$ cat config.mk
export PLATFORM = sky130hd
export DESIGN_NAME = poly_action_interpreter_flat
export DESIGN_NICKNAME = d
export VERILOG_FILES = /design/src/rtl/poly_action_if.sv /design/src/rtl/poly_action_interpreter.sv /design/src/flat_wrapper.sv
export SDC_FILE = /design/constraint.sdc
export NUM_CORES = 1
export LEC_CHECK = 0
export CAP_MARGIN = 25
export CORE_UTILIZATION = 33
export DETAILED_ROUTE_END_ITERATION = 8
export PLACE_DENSITY = 0.51
export REMOVE_ABC_BUFFERS = 1
export SLEW_MARGIN = 20
export SYNTH_ARGS = -nofsm -noshare
export SYNTH_HDL_FRONTEND = slang
export SYNTH_SLANG_ARGS = --single-unit
$ cat constraint.sdc
create_clock -name clk -period 7.4 [get_ports clk]
set_input_delay 0.74 -clock clk [delete_from_list [all_inputs] [get_ports clk]]
set_output_delay 0.74 -clock clk [all_outputs]
set_load 0.01 [all_outputs]
$ cat src/rtl/poly_action_if.sv
// ---------------------------------------------------------------------------
// poly_action_if
// Bundles the strobes and results of the polyphonic action interpreter.
//   master : game/test side. Drives tick, key_trigger/key_data and
//            note_trigger/note_data; observes msg_*, scoring and enable.
//   slave  : interpreter side, the mirror image of master.
// Field layout:
//   key_data  [KEY_W] 1=press / 0=release, [KEY_W-1:0] key index
//   note_data [KEY_W+DUR_W-1:DUR_W] key, [DUR_W-1:0] duration in ticks
//   scoring   {bad, miss, late, early, good}, SCORE_W bits each, good in LSBs
// ---------------------------------------------------------------------------
interface poly_action_if #(
    parameter int CHANNELS = 4,
    parameter int KEY_W    = 6,
    parameter int DUR_W    = 12,
    parameter int SCORE_W  = 16
);
    localparam int CH_W = (CHANNELS > 1) ? $clog2(CHANNELS) : 1;

    logic                     tick;
    logic                     key_trigger;
    logic [KEY_W:0]           key_data;
    logic                     note_trigger;
    logic [KEY_W+DUR_W-1:0]   note_data;
    logic                     msg_valid;
    logic [2:0]               msg;
    logic [CH_W-1:0]          msg_chan;
    logic                     msg_multi;
    logic [5*SCORE_W-1:0]     scoring;
    logic                     enable;

    modport master (
        output tick, key_trigger, key_data, note_trigger, note_data,
        input  msg_valid, msg, msg_chan, msg_multi, scoring, enable
    );

    modport slave (
        input  tick, key_trigger, key_data, note_trigger, note_data,
        output msg_valid, msg, msg_chan, msg_multi, scoring, enable
    );
endinterface

$ cat src/rtl/poly_action_interpreter.sv
// ---------------------------------------------------------------------------
// poly_action_interpreter
// Tracks up to CHANNELS concurrent expected notes against the game tick and
// classifies key presses/releases. One registered message per cycle plus
// saturating per-category score counters.
// Ports:
//   clk    system clock
//   reset  asynchronous, active-low; clears all state
//   bus    poly_action_if.slave (strobes in, msg/scoring/enable out)
// ---------------------------------------------------------------------------
module poly_action_interpreter #(
    parameter int CHANNELS    = 4,
    parameter int KEY_W       = 6,
    parameter int DUR_W       = 12,
    parameter int SCORE_W     = 16,
    parameter int PRESS_WIN   = 10,
    parameter int RELEASE_WIN = 5
) (
    input  logic         clk,
    input  logic         reset,
    poly_action_if.slave bus
);
    localparam int CH_W = (CHANNELS > 1) ? $clog2(CHANNELS) : 1;
    localparam int EV_W = CH_W + 2;  // holds key + note + one tick event per channel
    // Timing comparisons are done one bit wider than DUR_W so dur+window cannot wrap.
    localparam logic [DUR_W:0] PRESS_LIM = (DUR_W+1)'(PRESS_WIN);
    localparam logic [DUR_W:0] REL_WIN   = (DUR_W+1)'(RELEASE_WIN);

    typedef enum logic [1:0] {ST_IDLE = 2'd0, ST_WAIT = 2'd1, ST_HELD = 2'd2} ch_state_e;
    typedef enum logic [2:0] {
        MSG_NONE = 3'd0, MSG_MISS = 3'd1, MSG_BAD_PRESS = 3'd2, MSG_GOOD_PRESS = 3'd3,
        MSG_EARLY_RELEASE = 3'd4, MSG_GOOD_RELEASE = 3'd5, MSG_LATE_RELEASE = 3'd6,
        MSG_DROPPED = 3'd7
    } msg_e;

    ch_state_e          state_q [CHANNELS], state_d [CHANNELS];
    logic [KEY_W-1:0]   key_q   [CHANNELS], key_d   [CHANNELS];
    logic [DUR_W-1:0]   dur_q   [CHANNELS], dur_d   [CHANNELS];
    logic [DUR_W-1:0]   cnt_q   [CHANNELS], cnt_d   [CHANNELS];

    logic               msg_valid_q, msg_valid_d;
    msg_e               msg_q, msg_d;
    logic [CH_W-1:0]    msg_chan_q, msg_chan_d;
    logic               msg_multi_q, msg_multi_d;
    logic               enable_q, enable_d;
    logic [SCORE_W-1:0] good_q, good_d, early_q, early_d, late_q, late_d;
    logic [SCORE_W-1:0] miss_q, miss_d, bad_q, bad_d;

    logic               key_is_press;
    logic [KEY_W-1:0]   key_idx, note_key;
    logic [DUR_W-1:0]   note_dur;

    assign key_is_press = bus.key_data[KEY_W];
    assign key_idx      = bus.key_data[KEY_W-1:0];
    assign note_key     = bus.note_data[KEY_W+DUR_W-1:DUR_W];
    assign note_dur     = bus.note_data[DUR_W-1:0];

    // Working signals of the combinational evaluation.
    logic               key_ev, note_ev, tick_found, note_dup, free_found;
    msg_e               key_code, tick_code;
    logic [CH_W-1:0]    key_chan, tick_chan, free_chan;
    logic [CHANNELS-1:0] key_hit;
    logic               good_add, early_add, bad_add;
    logic [EV_W-1:0]    miss_add, late_add, ev_n;

    function automatic logic [SCORE_W-1:0] sat_add(input logic [SCORE_W-1:0] a,
                                                   input logic [EV_W-1:0]    b);
        logic [SCORE_W:0] s;
        s = {1'b0, a} + (SCORE_W+1)'(b);
        return s[SCORE_W] ? '1 : s[SCORE_W-1:0];
    endfunction

    // NOTE: every variable gets a default at the top of the block so no path
    // leaves it unassigned -- otherwise a latch is inferred.
    always_comb begin
        state_d    = state_q;
        key_d      = key_q;
        dur_d      = dur_q;
        cnt_d      = cnt_q;
        key_ev     = 1'b0;
        key_code   = MSG_NONE;
        key_chan   = '0;
        key_hit    = '0;
        note_ev    = 1'b0;
        note_dup   = 1'b0;
        free_found = 1'b0;
        free_chan  = '0;
        tick_found = 1'b0;
        tick_code  = MSG_NONE;
        tick_chan  = '0;
        good_add   = 1'b0;
        early_add  = 1'b0;
        bad_add    = 1'b0;
        miss_add   = '0;
        late_add   = '0;

        // Key event, evaluated on pre-tick cnt. A press is bad unless a WAIT
        // channel of that key claims it; at most one channel holds a key.
        if (bus.key_trigger && key_is_press) begin
            key_ev   = 1'b1;
            key_code = MSG_BAD_PRESS;
            bad_add  = 1'b1;
        end
        for (int c = 0; c < CHANNELS; c++) begin
            if (bus.key_trigger && key_q[c] == key_idx) begin
                if (key_is_press && state_q[c] == ST_WAIT && {1'b0, cnt_q[c]} <= PRESS_LIM) begin
                    key_code   = MSG_GOOD_PRESS;
                    key_chan   = CH_W'(c);
                    key_hit[c] = 1'b1;
                    bad_add    = 1'b0;
                end else if (!key_is_press && state_q[c] == ST_HELD) begin
                    key_ev     = 1'b1;
                    key_chan   = CH_W'(c);
                    key_hit[c] = 1'b1;
                    if ({1'b0, cnt_q[c]} + REL_WIN < {1'b0, dur_q[c]}) begin
                        key_code  = MSG_EARLY_RELEASE;
                        early_add = 1'b1;
                    end else begin
                        key_code = MSG_GOOD_RELEASE;
                        good_add = 1'b1;
                    end
                end
            end
        end

        // Per-channel tick handling. A key event on the same channel wins
        // over its MISS/LATE tick; cnt still advances.
        for (int c = 0; c < CHANNELS; c++) begin
            if (key_hit[c]) begin
                state_d[c] = key_is_press ? ST_HELD : ST_IDLE;
            end
            if (bus.tick && state_q[c] != ST_IDLE) begin
                cnt_d[c] = (&cnt_q[c]) ? cnt_q[c] : cnt_q[c] + DUR_W'(1);
                if (!key_hit[c]) begin
                    if (state_q[c] == ST_WAIT && {1'b0, cnt_q[c]} == PRESS_LIM) begin
                        state_d[c] = ST_IDLE;
                        miss_add   = miss_add + EV_W'(1);
                        if (!tick_found) begin
                            tick_found = 1'b1;
                            tick_code  = MSG_MISS;
                            tick_chan  = CH_W'(c);
                        end
                    end else if (state_q[c] == ST_HELD &&
                                 {1'b0, cnt_q[c]} == {1'b0, dur_q[c]} + REL_WIN) begin
                        state_d[c] = ST_IDLE;
                        late_add   = late_add + EV_W'(1);
                        if (!tick_found) begin
                            tick_found = 1'b1;
                            tick_code  = MSG_LATE_RELEASE;
                            tick_chan  = CH_W'(c);
                        end
                    end
                end
            end
        end

        // Note allocation looks at pre-cycle states: a channel freed this
        // cycle is still busy, and its key still counts as active.
        if (bus.note_trigger) begin
            for (int c = CHANNELS - 1; c >= 0; c--) begin
                if (state_q[c] != ST_IDLE && key_q[c] == note_key) note_dup = 1'b1;
                if (state_q[c] == ST_IDLE) begin
                    free_found = 1'b1;
                    free_chan  = CH_W'(c);
                end
            end
            if (note_dup || !free_found) begin
                note_ev = 1'b1;
            end else begin
                state_d[free_chan] = ST_WAIT;
                key_d[free_chan]   = note_key;
                dur_d[free_chan]   = note_dur;
                cnt_d[free_chan]   = '0;
            end
        end

        ev_n        = EV_W'(key_ev) + EV_W'(note_ev) + miss_add + late_add;
        msg_valid_d = (ev_n != '0);
        msg_multi_d = (ev_n > EV_W'(1));
        msg_d       = MSG_NONE;
        msg_chan_d  = '0;
        if (key_ev) begin
            msg_d      = key_code;
            msg_chan_d = key_chan;
        end else if (note_ev) begin
            msg_d = MSG_DROPPED;
        end else if (tick_found) begin
            msg_d      = tick_code;
            msg_chan_d = tick_chan;
        end

        enable_d = 1'b0;
        for (int c = 0; c < CHANNELS; c++) begin
            if (state_d[c] != ST_IDLE) enable_d = 1'b1;
        end

        good_d  = sat_add(good_q,  EV_W'(good_add));
        early_d = sat_add(early_q, EV_W'(early_add));
        late_d  = sat_add(late_q,  late_add);
        miss_d  = sat_add(miss_q,  miss_add);
        bad_d   = sat_add(bad_q,   EV_W'(bad_add));
    end

    // NOTE: sequential state uses non-blocking assignments so every flop
    // samples the pre-edge value regardless of statement order.
    always_ff @(posedge clk or negedge reset) begin
        if (!reset) begin
            // NOTE: the channel arrays are small register files and are reset
            // explicitly so a reset mid-note discards every slot.
            for (int c = 0; c < CHANNELS; c++) begin
                state_q[c] <= ST_IDLE;
                key_q[c]   <= '0;
                dur_q[c]   <= '0;
                cnt_q[c]   <= '0;
            end
            msg_valid_q <= 1'b0;
            msg_q       <= MSG_NONE;
            msg_chan_q  <= '0;
            msg_multi_q <= 1'b0;
            enable_q    <= 1'b0;
            good_q      <= '0;
            early_q     <= '0;
            late_q      <= '0;
            miss_q      <= '0;
            bad_q       <= '0;
        end else begin
            state_q     <= state_d;
            key_q       <= key_d;
            dur_q       <= dur_d;
            cnt_q       <= cnt_d;
            msg_valid_q <= msg_valid_d;
            msg_q       <= msg_d;
            msg_chan_q  <= msg_chan_d;
            msg_multi_q <= msg_multi_d;
            enable_q    <= enable_d;
            good_q      <= good_d;
            early_q     <= early_d;
            late_q      <= late_d;
            miss_q      <= miss_d;
            bad_q       <= bad_d;
        end
    end

    assign bus.msg_valid = msg_valid_q;
    assign bus.msg       = msg_q;
    assign bus.msg_chan  = msg_chan_q;
    assign bus.msg_multi = msg_multi_q;
    assign bus.enable    = enable_q;
    assign bus.scoring   = {bad_q, miss_q, late_q, early_q, good_q};
endmodule

$ cat src/flat_wrapper.sv
// flat-port wrapper written by rule: the top's interface ports become plain ports
module poly_action_interpreter_flat 
#(
    parameter int CHANNELS    = 4,
    parameter int KEY_W       = 6,
    parameter int DUR_W       = 12,
    parameter int SCORE_W     = 16,
    parameter int PRESS_WIN   = 10,
    parameter int RELEASE_WIN = 5
)
  (clk, reset, bus_tick, bus_key_trigger, bus_key_data, bus_note_trigger, bus_note_data, bus_msg_valid, bus_msg, bus_msg_chan, bus_msg_multi, bus_scoring, bus_enable);
  poly_action_if #(.CHANNELS(CHANNELS), .KEY_W(KEY_W), .DUR_W(DUR_W), .SCORE_W(SCORE_W)) bus_i ();
  input  logic clk;
  input  logic reset;
  input wire logic [$bits(bus_i.tick)-1:0] bus_tick;
  input wire logic [$bits(bus_i.key_trigger)-1:0] bus_key_trigger;
  input wire logic [$bits(bus_i.key_data)-1:0] bus_key_data;
  input wire logic [$bits(bus_i.note_trigger)-1:0] bus_note_trigger;
  input wire logic [$bits(bus_i.note_data)-1:0] bus_note_data;
  output wire logic [$bits(bus_i.msg_valid)-1:0] bus_msg_valid;
  output wire logic [$bits(bus_i.msg)-1:0] bus_msg;
  output wire logic [$bits(bus_i.msg_chan)-1:0] bus_msg_chan;
  output wire logic [$bits(bus_i.msg_multi)-1:0] bus_msg_multi;
  output wire logic [$bits(bus_i.scoring)-1:0] bus_scoring;
  output wire logic [$bits(bus_i.enable)-1:0] bus_enable;
  assign bus_i.tick = bus_tick;
  assign bus_i.key_trigger = bus_key_trigger;
  assign bus_i.key_data = bus_key_data;
  assign bus_i.note_trigger = bus_note_trigger;
  assign bus_i.note_data = bus_note_data;
  assign bus_msg_valid = bus_i.msg_valid;
  assign bus_msg = bus_i.msg;
  assign bus_msg_chan = bus_i.msg_chan;
  assign bus_msg_multi = bus_i.msg_multi;
  assign bus_scoring = bus_i.scoring;
  assign bus_enable = bus_i.enable;
  poly_action_interpreter #(.CHANNELS(CHANNELS), .KEY_W(KEY_W), .DUR_W(DUR_W), .SCORE_W(SCORE_W), .PRESS_WIN(PRESS_WIN), .RELEASE_WIN(RELEASE_WIN)) u_core (.clk(clk), .reset(reset), .bus(bus_i));
endmodule
* Word-level counts from Yosys, hierarchy flattened *
Index checks and enable logic that the tools add are counted.

storage, ports and cells
  logic and storage cells = 394
  flip-flop bits (word level) = 216
  input bits = 30

operators by class
  eq/ne operators = 24
  bitwise logic cells = 7
  $lt $le $gt $ge = 11
  multiplexer cells = 245
  reductions and logical operators = 55
  add/sub/neg operators = 26

operator list
  cell                                                                     number
  3-bit two-way mux                                                        37
  12-bit two-way mux                                                       9
  2-bit two-way mux                                                        53
  1-bit two-way mux                                                        105
  12-bit by 3-bit adder with 13-bit output (second input constant)         8
  4-bit two-way mux                                                        26
  48-bit two-way mux                                                       2
  16-bit two-way mux                                                       5
  12-bit by 13-bit == test with 1-bit output                               4
  13-bit by 12-bit less-than comparator with 1-bit output                  4
  16-bit by 1-bit adder with 17-bit output                                 3
  12-bit by 1-bit adder with 12-bit output (second input constant)         4
  48-bit AND                                                               1
  48-bit bitwise mux                                                       1
  12-bit by 4-bit == test with 1-bit output (second input constant)        4
  6-bit == test                                                            8
  12-bit by 4-bit <= comparator with 1-bit output (second input constant)  4
  48-bit inverter                                                          1
  12-bit AND reduction                                                     4
  16-bit by 4-bit adder with 17-bit output                                 2
  1-bit logical AND                                                        34
  4-bit by 1-bit adder with 4-bit output (second input constant)           6
  24-bit bitwise mux                                                       1
  12-bit demux with 2-bit select                                           1
  other kinds (22)                                                         41

* Logic depth before layout (Yosys ltp) *
  depth in word-level cells = 25
  gate-level depth with buffers = 24
  gate-level depth less buffers = 24

* Worst setup path after synthesis *
OpenSTA, ideal clock, no wires.

  kind = register to register
  start point = reg u_core.dur_q[36] (netlist bit)
  end point = reg u_core.msg_valid_q (netlist: u_core.bus.msg_valid)
  buffers on the path = 0
  arrival time = 5.366 ns
  cell stages (with the launch flop) = 23
  setup slack = 1.900 ns
  library setup time = 0.134 ns
  period minus slack after synthesis = 5.500 ns
  cell sequence = dfrtp_1 -> ha_1 -> nor2_1 -> nor3_2 -> mux2i_1 -> or4_1 -> nor4b_1 -> ha_1 -> nand3_1 -> o21ai_2 -> ha_1 -> mux2_2 -> ha_1 -> mux2i_1 -> fa_1 -> inv_1 -> ha_1 -> inv_1 -> fa_1 -> xnor2_1 -> xnor2_1 -> xnor2_1 -> nand4b_1

on the way
  word-level cells in the longest chain between the ends = 24

ends and longest elaborated chain
  item                                            line                            RTL
  start: declaration                              poly_action_interpreter.sv:38   logic [DUR_W-1:0] dur_q [CHANNELS], dur_d [CHANNELS];
  start signal: assignment                        poly_action_interpreter.sv:229  dur_q <= dur_d;
  12-bit by 3-bit adder with 13-bit output (*)    poly_action_interpreter.sv:144  {1'b0, cnt_q[c]} == {1'b0, dur_q[c]} + REL_WIN) begin
  12-bit by 13-bit == test with 1-bit output (*)  poly_action_interpreter.sv:144
  1-bit logical AND (*)                           poly_action_interpreter.sv:143  end else if (state_q[c] == ST_HELD &&
  1-bit two-way mux (*)                           poly_action_interpreter.sv:143
  4-bit two-way mux (*)                           poly_action_interpreter.sv:135  if (state_q[c] == ST_WAIT && {1'b0, cnt_q[c]} == PRESS_LIM) begin
  4-bit two-way mux (*)                           poly_action_interpreter.sv:134  if (!key_hit[c]) begin
  4-bit two-way mux (*)                           poly_action_interpreter.sv:132  if (bus.tick && state_q[c] != ST_IDLE) begin
  4-bit by 1-bit adder with 4-bit output          poly_action_interpreter.sv:146  late_add = late_add + EV_W'(1);
  (+9 left out)                                   n/a
  4-bit by 1-bit adder with 4-bit output          poly_action_interpreter.sv:146
  4-bit two-way mux                               poly_action_interpreter.sv:143
  4-bit two-way mux                               poly_action_interpreter.sv:135
  4-bit two-way mux                               poly_action_interpreter.sv:134
  4-bit two-way mux (*)                           poly_action_interpreter.sv:132
  4-bit adder (*)                                 poly_action_interpreter.sv:177  ev_n = EV_W'(key_ev) + EV_W'(note_ev) + miss_add + late_add;
  4-bit nonzero test (*)                          poly_action_interpreter.sv:178  msg_valid_d = (ev_n != '0);
  named net u_core.msg_valid_d                    poly_action_interpreter.sv:41   logic msg_valid_q, msg_valid_d;
  end signal: assignment                          poly_action_interpreter.sv:231  msg_valid_q <= msg_valid_d;
  end: declaration                                poly_action_interpreter.sv:41

The timed path passes the listed nets; every way through them passes the cells marked *.
A chain may end at the register's enable or synchronous reset.

* Final worst setup path *
Same ends and word-level chain as after synthesis.

==> results.md <==
| Group | Quantity | Reported |
|:---|:---|:---|
| clock tree | Cells resized by post-CTS repair | 0 |
| cells and area | Layout cell share with drive strength beyond 1 | 7.03% |
| clock tree | Hold-fix buffer count after cts | 0 |
| worst setup path | Startpoint of the lowest-slack register-to-register path | u_core.dur_q[36] |
| worst setup path | End of the worst register-to-register path | u_core.bus.msg_valid |
| cells and area | Non-Filler Instances | 2384 |
| cells and area | Final core utilization | 39.6% |
| run status | Outcome | finished, final reports clean |
| cells and area | Filler cell count in the final layout | 4461 |
| global route | Wire length of the first global-routing pass | 70.1 mm |
| global route | Global-route usage over all layers | 18.8% |
| worst setup path | Classification of the worst setup path | register to register |
| route | Routed length on met3 | 1.63 mm |
| worst setup path | Crit path max fanout | 6 |
| sta | Max-slew headroom at the worst pin | 35.2% |
| sta | Achievable frequency | 0.157 GHz |
| sta | Setup tns final | 0 ns |
| route | Total length of routed met2 wires | 20.4 mm |
| worst setup path | Launching element type of the critical path | register |
| cells and area | Post-synthesis to final-layout area growth | 17.4% |
| cells and area | Area of all sequential standard cells | 5410 um2 |
| synthesis | Number of distinct library cell variants in the gate-level netlist after synthesis | 90 |
| floorplan | Chip width | 215 um |
| cells and area | Number of inserted diodes | 0 |
| placement | Total instance count after detailed placement | 2334 |
| cells and area | Nets | 1891 |
| synthesis | Syn avg cell area | 8.82 um2 |
| global route | Number of global-route vias before repair | 12.3k |
| clock tree | Number of buffers inserted by post-CTS setup repair | 0 |
| worst setup path | Cells on worst reg2reg path | 22 |
| sta | Period utilisation layout | 85.9% |
| placement | Placed wire-length estimate | 32.3 mm |
| run | Max-cap viol count | 0 |
| clock tree | Htree depth | 1 |
| route | Antenna viol nets, final | 0 |
| route | Detailed router's first-iteration violation count | 819 |
| placement | Port bufs | 117 |
| pwr | Peak supply drop | 0.170 mV |
| clock tree | Worst-path clk slew | 0.06 ns |
| clock tree | Buffer depth of the longest clock path | 3 |
| worst setup path | Category of the worst setup path capture point | register |
| cells and area | Area taken by multi-input logic gates | 8990 um2 |
| sta | Number of failing hold endpoints at the final stage | 0 |
| floorplan | Die Area | 46400 um2 |
| route | Remaining design rule violation count | 0 |
| clock tree | Clock latency reported for the late side of the worst-skew pair | 0.57 ns |
| synthesis | Syn Std Cell Area | 15000 um2 |
| sta | Slew of the pin with the lowest slew margin | 0.969 ns |
| synthesis | Post-synthesis cell count | 1705 |
| worst setup path | Worst-case register-to-register setup slack | 1.04 ns |
| pwr | Pwr Density | 327 nW/um2 |
| clock tree | Clk sink count | 216 |
| global route | Pin count of the biggest net entering global routing | 111 |
| route | Highest Signal Layer | met5 |
| sta | Setup Viol. Count Final | 0 |
| synthesis | Sequential element share of the synthesized area | 35.9% |
| synthesis | Number of flops mapped to enable cells by yosys | 0 |
| route | Number of vias in the routed layout | 12.5k |
| sta | Shortest period the worst path allows | 6.36 ns |
| sta | Max Transition Viols Final | 0 |
| floorplan | Die boundary height | 215 um |
| synthesis | Number of synthesis warnings | 0 |
| floorplan | Core region area | 44600 um2 |
| min path | Path type of the worst min-delay path | input pin to asynchronous set/reset pin |
| worst setup path | CP required | 7.82 ns |
| route | Final wirelength | 43.5 mm |
| floorplan | Number of rows created at floorplan | 77 |
| sta | Setup repair after global routing missed its margin | false |
| pwr | Leakage power summed over all cells | 0.00756 uW |
| synthesis | Flip-flop and latch count after synthesis | 216 |
| route | 1st-pass router iterations | 5 |
| clock tree | CTS buffer count | 29 |
| global route | Antenna violations before repair | 2 |
| pwr | Post-layout power | 5770 uW |
| route | Routed wirelength normalized by instance count | 18.2 um |
| sta | Largest clock skew in the final design | 0.0316 ns |
| synthesis | Ys flop type | dfrtp_1 |
| synthesis | Async set or reset register ratio after synthesis | 100% |
| global route | Remaining Overflow, GRT | 0 |
| worst setup path | Worst Path Arrival | 6.78 ns |
| placement | Final Wtd Congestion | 0.892 |
| clock tree | Clock root buffer master | clkbuf_16 |
| route | Wire length the detailed router placed on met1 | 20.3 mm |
| clock tree | Clock tree from TritonCTS | yes |
| floorplan | Initial Util | 33.7% |
| route | Via density per instance | 5.25 |
| floorplan | I/O pin count | 118 |
==> critical path, stage by stage, from the launching register on <==
cell and delay, ns:
dfrtp_1 0.43, ha_1 0.29, nor2_1 0.34, nor3_2 0.12, mux2i_1 0.14, or4_1 0.58
nor4b_1 0.74, ha_1 0.38, nand3_1 0.09, o21ai_2 0.09, ha_1 0.32, mux2_2 0.31
ha_1 0.31, mux2i_1 0.33, fa_1 0.47, inv_1 0.07, ha_1 0.14, inv_1 0.04
fa_1 0.37, xnor2_1 0.14, xnor2_1 0.14, xnor2_1 0.23, nand4b_1 0.12
==> cells in the final DEF (no fill, tap or decap), drive strengths merged, types with 32 or more instances in the layout <==
cell type,count
a21oi,58
nand4,38
dfrtp,216
mux2,40
xnor2,143
ha,83
o21ai,111
xor2,87
clkdlybuf4s50,116
nor2,138
inv,81
nor3,32
nand3,75
clkbuf,32
nand2,183
==> flip-flops by register name (all words and copies together) (netlist names), 2 cells and up <==
name and count:
u_core.state_q 8, u_core.bus.msg_chan 2, u_core.bus.msg 3, u_core.bad_q 16, u_core.good_q 16, u_core.late_q 16
u_core.miss_q 16, u_core.key_q 24, u_core.early_q 16, u_core.dur_q 48, u_core.cnt_q 48
==> final cells by class <==
type / instances / share of cell area (%)
clock buffer: 32 / 4.23
tap: 592 / 4.19
clock inverter: 18 / 1.40
sequential: 216 / 30.6
timing repair buffer: 122 / 6.94
inverter: 81 / 1.75
multi-input combinational: 1323 / 50.9
==> cell usage after synthesis (13+ instances only) <==
cell | n | share of area (%)
dfrtp_1 | 216 | 36
nor2b_1 | 22 | 0.92
inv_1 | 80 | 2.0
a31oi_1 | 21 | 0.87
nor4_1 | 28 | 1.2
nand2b_1 | 25 | 1.0
mux2_2 | 40 | 3.0
a21oi_1 | 57 | 1.9
nand3_1 | 75 | 2.5
xor2_1 | 86 | 5.0
or3_1 | 13 | 0.54
nor2_1 | 137 | 3.4
nand2_1 | 183 | 4.6
nor3_1 | 31 | 1.0
clkbuf_1 | 68 | 1.7
o21ai_0 | 108 | 3.6
a211oi_1 | 17 | 0.85
and3_1 | 27 | 1.1
xnor2_1 | 143 | 8.3
nand4_1 | 37 | 1.5
ha_1 | 83 | 6.9
==> logic make-up (layout without fill, tap and decap cells) <==
group                    after synthesis  in the layout  share of synthesized area [%]
flip-flops                           216            216                           35.9
buffers and inverters                166            253                           4.43
multiplexers                          44             44                           3.26
AO/OA/AOI/OAI                        303            303                           12.7
adder cells (fa/ha/maj)               88             88                           7.57
AND/OR/NAND/NOR                      658            658                           22.7
XOR/XNOR                             230            230                           13.4
==> report_power, final <==
part / switching, uW / internal, uW
registers: 496 / 1490
clock network: 558 / 928
logic: 1270 / 1030
==> metrics by stage <==
| stage | area [um2] | hold slack [ns] | worst slack, ns |
|---|---|---|---|
| detailed placement | 16700 | 0.515 | 0.895 |
| finish | 17700 | 0.203 | 1.04 |
| global placement | 16700 | 0.522 | 1.00 |
| CTS | 17700 | 0.295 | 1.07 |
| floorplan | 14700 | 0.444 | 1.90 |
| global route | 17700 | 0.292 | 0.520 |
==> worst max-delay path by stage <==
stage	start	to	slack, ns
floorplan	u_core.dur_q[36]	u_core.bus.msg_valid	1.90
global placement	bus_key_data[6]	u_core.bus.msg_valid	1.00
CTS	u_core.dur_q[36]	u_core.bus.msg_valid	1.07
global route	u_core.dur_q[36]	u_core.bus.msg_valid	0.52
detailed placement	bus_key_data[6]	u_core.bus.msg_valid	0.89
finish	u_core.dur_q[36]	u_core.bus.msg_valid	1.04
==> per-layer routing <==
metal	global-route usage, %	up-vias
li1	-	6134
met4	4.96	2
met5	0	-
met3	2.35	69
met1	25.7	6073
met2	31.1	227
(Power assumes the default switching activity.)
